===== src/rtl/reg_writeback_arbiter.sv =====
// Register-file write-port arbiter: the pipeline writeback wins, and MDU results
// drain from a small FIFO. A busy scoreboard, a WAW flag and a starvation stall are kept alongside.
module reg_writeback_arbiter #(
  parameter int MDU_DEPTH  = 2,
  parameter int STARVE_MAX = 4
) (
  input  logic        clk,
  input  logic        rst_n,
  input  logic        pipe_wren,
  input  logic [4:0]  pipe_waddr,
  input  logic [31:0] pipe_wdata,
  input  logic        mdu_valid,
  output logic        mdu_ready,
  input  logic [4:0]  mdu_waddr,
  input  logic [31:0] mdu_wdata,
  input  logic        issue_en,
  input  logic [4:0]  issue_addr,
  input  logic [4:0]  chk_addr0,
  input  logic [4:0]  chk_addr1,
  output logic        busy0,
  output logic        busy1,
  output logic        pipe_stall,
  output logic        waw_err,
  output logic [4:0]  rf_waddr,
  output logic [31:0] rf_wdata,
  output logic        rf_wren
);
  localparam int PW = (MDU_DEPTH > 1) ? $clog2(MDU_DEPTH) : 1;
  localparam int CW = PW + 1;
  localparam int SW = $clog2(STARVE_MAX + 1);

  typedef struct packed {
    logic [4:0]  waddr;
    logic [31:0] wdata;
  } wb_ent_t;

  wb_ent_t         fifo [MDU_DEPTH];
  wb_ent_t         head;
  logic [PW-1:0]   wr_ptr, rd_ptr;
  logic [CW-1:0]   count;
  logic [SW-1:0]   starve;
  logic [31:0]     busy;
  logic            push, pop, pipe_take, fifo_empty;

  assign fifo_empty = (count == '0);
  // Ready comes only from the registered count, so there is no path from mdu_valid.
  assign mdu_ready  = (count != CW'(MDU_DEPTH));
  assign push       = mdu_valid && mdu_ready;
  assign pipe_take  = pipe_wren && (pipe_waddr != 5'd0);
  assign pop        = !pipe_take && !fifo_empty;
  assign head       = fifo[rd_ptr];

  always_ff @(posedge clk) begin
    if (push) fifo[wr_ptr] <= '{waddr: mdu_waddr, wdata: mdu_wdata};
  end

  always_ff @(posedge clk or negedge rst_n) begin
    if (!rst_n) begin
      wr_ptr <= '0;
      rd_ptr <= '0;
      count  <= '0;
    end else begin
      if (push) wr_ptr <= wr_ptr + PW'(1);
      if (pop)  rd_ptr <= rd_ptr + PW'(1);
      if (push && !pop)      count <= count + CW'(1);
      else if (pop && !push) count <= count - CW'(1);
    end
  end

  // A popped r0 head is consumed silently; address and data hold while rf_wren is low.
  always_ff @(posedge clk or negedge rst_n) begin
    if (!rst_n) begin
      rf_wren  <= 1'b0;
      rf_waddr <= '0;
      rf_wdata <= '0;
    end else if (pipe_take) begin
      rf_wren  <= 1'b1;
      rf_waddr <= pipe_waddr;
      rf_wdata <= pipe_wdata;
    end else if (pop && head.waddr != 5'd0) begin
      rf_wren  <= 1'b1;
      rf_waddr <= head.waddr;
      rf_wdata <= head.wdata;
    end else begin
      rf_wren  <= 1'b0;
    end
  end

  // Set beats clear on the same address; busy[0] is never written after reset.
  always_ff @(posedge clk or negedge rst_n) begin
    if (!rst_n) begin
      busy <= '0;
    end else begin
      for (int i = 1; i < 32; i++) begin
        if (issue_en && issue_addr == 5'(i))   busy[i] <= 1'b1;
        else if (pop && head.waddr == 5'(i))   busy[i] <= 1'b0;
      end
    end
  end

  assign busy0 = busy[chk_addr0];
  assign busy1 = busy[chk_addr1];

  always_ff @(posedge clk or negedge rst_n) begin
    if (!rst_n)                            waw_err <= 1'b0;
    else if (pipe_take && busy[pipe_waddr]) waw_err <= 1'b1;
  end

  always_ff @(posedge clk or negedge rst_n) begin
    if (!rst_n)                          starve <= '0;
    else if (fifo_empty || pop)          starve <= '0;
    else if (starve != SW'(STARVE_MAX))  starve <= starve + SW'(1);
  end

  assign pipe_stall = (starve == SW'(STARVE_MAX));
endmodule


===== config.mk =====
export PLATFORM = sky130hd
export DESIGN_NAME = reg_writeback_arbiter
export DESIGN_NICKNAME = d
export VERILOG_FILES = /design/src/rtl/reg_writeback_arbiter.sv
export SDC_FILE = /design/constraint.sdc
export NUM_CORES = 1
export LEC_CHECK = 0
export CORE_ASPECT_RATIO = 0.75
export CORE_MARGIN = 4
export CORE_UTILIZATION = 35
export DETAILED_ROUTE_END_ITERATION = 16
export PLACE_DENSITY = 0.63
export REMOVE_ABC_BUFFERS = 1
export SYNTH_ARGS = -nofsm -noshare
export SYNTH_HDL_FRONTEND = slang
export SYNTH_SLANG_ARGS = --single-unit

===== constraint.sdc =====
create_clock -name clk -period 4.5 [get_ports clk]
set_clock_uncertainty 0.1 [all_clocks]
set_input_delay 1.125 -clock clk [delete_from_list [all_inputs] [get_ports clk]]
set_output_delay 1.125 -clock clk [all_outputs]
set_load 0.005 [all_outputs]

After elaboration in Yosys (flattened, before gate mapping). Memories as Yosys holds them, arrays and structs flattened. Cells that the tools add are included.

$add $sub $neg: 5. Order comparisons: 3. Equal/unequal tests: 65. Multiplexer cells: 80. Reductions and logical operators: 111.

Operators with widths (count): equality test 5 bit (second input constant) (32); equality test 5 x 4 -> 1 bit (second input constant) (16); logical AND 1 bit (69); 2-to-1 mux 1 bit (69); nonzero test 2 bit (34); 2-to-1 mux 32 bit (2); equality test 5 x 3 -> 1 bit (second input constant) (8); equality test 5 x 2 -> 1 bit (second input constant) (4); less-than comparator 5 x 6 -> 1 bit (second input constant) (3); binary-select mux 1 bit (select 5 bit) (3); equality test 5 x 1 -> 1 bit (second input constant) (2); 2-to-1 mux 5 bit (2); nonzero test 5 bit (2); 2-to-1 mux 3 bit (2); logical NOT 1 bit (4); 2-to-1 mux 2 bit (2); adder 3 x 1 -> 3 bit (second input constant) (1); equality test 3 bit (second input constant) (1); != test 3 bit (second input constant) (1); adder 1 bit (second input constant) (2); adder 2 x 1 -> 2 bit (second input constant) (1); logical NOT 2 bit (1); != test 2 bit (second input constant) (1); subtractor 2 x 1 -> 2 bit (second input constant) (1); logical OR 1 bit (1).

Bits in registers: 77. Memory bits (writable): 74. Input bits: 94. Output and inout port bits: 43. Logic and storage cells: 304. Memories kept: 1.

Memories: fifo (words 2, bits a word 37, rd ports 1, clocked after Yosys merged registers in 0, wr ports 1, line 37) `wb_ent_t fifo [MDU_DEPTH];`.

Logic depth before layout (Yosys ltp).
Depth after elaboration: 7. Depth in mapped cells: 9. Mapped depth without buffers: 7.

Least setup slack after synthesis. No wires, ideal clock.

Path type: in2out. Start: input chk_addr0[1]. End: output busy0. Arrival time: 2.598 ns. Required time: 3.275 ns. Slack: 0.677 ns. Stages on the path: 6. Path buffers: 1. Path through: clkbuf_1 > mux2_2 > nand2_1 > o21ai_0 > mux4_2 > mux2_2.

Word-level cells in the longest chain between the ends: 2.

Ends and longest elaborated chain: from (decl) (line 18) `input logic [4:0] chk_addr0,`; binary-select mux 1 bit (select 5 bit) (line 101) `assign busy0 = busy[chk_addr0];`; 2-to-1 mux 1 bit (not written as such) (line 101); to (decl) (line 20) `output logic busy0,`.

Every way passes these cells. The select of a mux whose other input is x is not followed.

Worst setup path in the final report.
Start: input chk_addr1[0]. End: output busy1.

Word-level cells in the longest chain between the ends: 2.

Ends and longest elaborated chain: from (decl) (line 19) `input logic [4:0] chk_addr1,`; binary-select mux 1 bit (select 5 bit) (line 102) `assign busy1 = busy[chk_addr1];`; 2-to-1 mux 1 bit (not written as such) (line 102); to (decl) (line 21) `output logic busy1,`.

Every way passes these cells. The select of a mux whose other input is x is not followed.

==> metrics.txt <==
CTS Root Cell clkbuf_16; Yosys cell types 37; Hold Vio Cnt, Final 0; Comb pwr share 31.0%; initial antenna violation count 0; crit path capture type primary output; Finished Core Util 47.63%; Crit path required time 3.27 ns; Mapped Cells 559; Post-synth top flop dfrtp_1; cell taking the most area after synthesis edfxtp_1; outcome complete, no violations; clk sinks 151; most common cell after layout, fill and taps aside clkdlybuf4s50_1; vias per cell 5.203; clock slew seen by the registers of the worst setup and hold paths 0.06 ns; Max Cap Viol 0; Detail Route Antenna Nets 0; crit path kind input pin to primary output; number of diodes 0; met2 global-route usage 24.55%; maximum fanout along the worst path 9; Avg Cell Area, Syn 12.59 um^2; nets@finish 795; HPWL Detailed 13.24 mm; I/O pin cnt 137; most frequent cells in the layout clkdlybuf4s50_1, o21ai_0, mux2i_1; reg2reg start rd_ptr; M3 GR Usage 4.872%; mapped cell area 7041 um^2; Hold Worst Slack 0.3639 ns; Sw Share 32.19%; input/output buffers 136; GRT overflow 0; gp weighted congestion 0.8881; Internal 3.792 mW; FILL cells 1,715; initial core utilization 36.02%; area of placed instances 8688 um^2; HP Start waw_err; post-layout min period 4.411 ns; Tcrit/Tclk final 98.02%; ranking of synthesized cells by area edfxtp_1, dfrtp_1, mux2i_1; Clock power frac 26.4%; fmax 0.2267 GHz; slowest library cell on the worst path mux4_2; Seq pwr share 42.6%; CTS HTree Levels 4; routed length per instance 19.16 um; Slew Limit Fails 0; vias in the first global route 5,170; setup_tns 0 ns; Pwr Density 600.7 nW/um^2; CTS tree done; RSZ-0062 raised after global routing false; CP Launch Point chk_addr1[0]; # setup viols final 0; Worst path max stage delay 0.49 ns; First DRT Iteration DRCs 380; P&R area growth vs syn 32.22%; Crit path max-delay family multiplexers; global-route usage over all layers 16.83%; core area 19,540 um^2; Seq/Total Area, Yosys 58.93%; number of flops mapped to enable cells by yosys 74; WL final 18.47 mm; cell area after layout 9309 um^2; Max-slew headroom 31.80%; GR Util met1 24.44%; Worst EP arrival 3.19 ns; Buf+Inv Stages, Crit Path 3; CP startpoint kind input pin; share of cells above drive strength 1 11.11%; Peak supply drop 284.4 uV; chip width 171.8 um; die area 22,470 um^2; Synth warnings 1; deepest clock path buffer count 2; Total Power 5.592 mW; pin count of the biggest net entering global routing 87; via count 5,016; Worst-Margin Slew 1.023 ns; Rows 44; first-pass GRT wire length 28.58 mm; DRC 0; global route hottest layer met2; Hold Path Class flip-flop to flip-flop; leak pwr 3.858 nW; Die Span Y 130.8 um; fraction of registers with async set or reset after synthesis 50.99%; post-CTS setup buffers 0; total CTS buffers 17; DRT Pass-1 Iters 7; top-area cell type share of the netlist area 31.56%; most used cell, CP mux4_2; Switch Pwr 1.800 mW; flop and latch count out of synthesis 151; Clock Latency Late Sink 0.42 ns; CP Cell Sequence dlygate4sd2_1 -> buf_12 -> mux4_2 -> mux4_2 -> mux2_2 -> clkdlybuf4s50_1
==> stage by stage <==
stage / cells / worst slack, ns
after global routing: 964 / 0.02947
after detailed placement: 932 / -0.2269
after floorplan: 532 / 0.2664
after CTS: 964 / 0.0003215
final: 964 / 0.08933
after global placement: 932 / -0.1966
==> cells by family (layout without fill, tap and decap cells) <==
logic type	Yosys count	in the layout	synth area share [%]
multiplexers	113	113	19.62
AO/OA/AOI/OAI	116	116	8.797
adder cells (fa/ha/maj)	3	3	0.5332
AND/OR/NAND/NOR	105	105	7.109
buffers and inverters	65	217	4.265
XOR/XNOR	6	6	0.7464
flip-flops	151	151	58.93
==> final cells by class <==
class | count | area (um^2) | share of cell area (%)
clock buffer | 22 | 474.2 | 5.094
clock inverter | 10 | 143.9 | 1.546
inverter | 38 | 142.6 | 1.532
multi-input combinational | 343 | 2600 | 27.93
sequential | 151 | 4150 | 44.58
tap | 253 | 316.6 | 3.401
timing repair buffer | 147 | 1481 | 15.91
==> state kept, by name, summed over array words and instances (netlist names) <==
register / cells
busy: 31
wr_ptr: 1
fifo: 74
waw_err: 1
rf_wdata: 32
rd_ptr: 1
count: 2
starve: 3
rf_waddr: 5
rf_wren: 1
==> Yosys cell counts (3+ instances only) <==
cell type / number
o21ai_0: 98
mux2i_1: 84
dfrtp_1: 77
edfxtp_1: 74
nand2_1: 46
inv_1: 38
mux4_2: 19
nand3_1: 16
nor2_1: 13
mux2_2: 10
buf_2: 9
nand2b_1: 9
buf_4: 8
clkbuf_1: 8
a21oi_1: 7
nand3b_1: 4
xnor2_1: 4
a22oi_1: 3
ha_1: 3
nor2b_1: 3
nor3_1: 3
==> worst paths after layout <==
kind,to,slack [ns],cells past startpoint
worst max-delay path,busy1,0.09,6
worst min-delay path,waw_err,0.36,1
worst max register to register,rf_wdata[16],1.66,5
worst min register to register,waw_err,0.36,1
max in group asynchronous,rd_ptr,2.82,1
min in group asynchronous,waw_err,0.78,1
==> power by group through the flow <==
stage,Sequential (mW),Clock (mW),Combinational [mW]
global placement,2.38,0,1.71
detailed placement,2.39,0,1.75
CTS,2.37,1.50,1.76
finish,2.38,1.48,1.73
global route,2.43,1.57,1.92
floorplan,2.25,0,0.976
==> routing by layer <==
metal / routed length, um / up-vias / share of wire [%]
li1: - / 2310 / -
met1: 8808 / 2486 / 48
met2: 8054 / 204 / 44
met3: 1394 / 16 / 7.5
met4: 211 / 0 / 1.1
met5: 0 / - / 0
==> timing repair <==
item | in CTS | in global routing
resized for setup | 3 | 2
endpoints found under the setup margin | 2 | 1
hold buffers | 0 | 0
No activity file was read; power rests on OpenSTA's default activity.
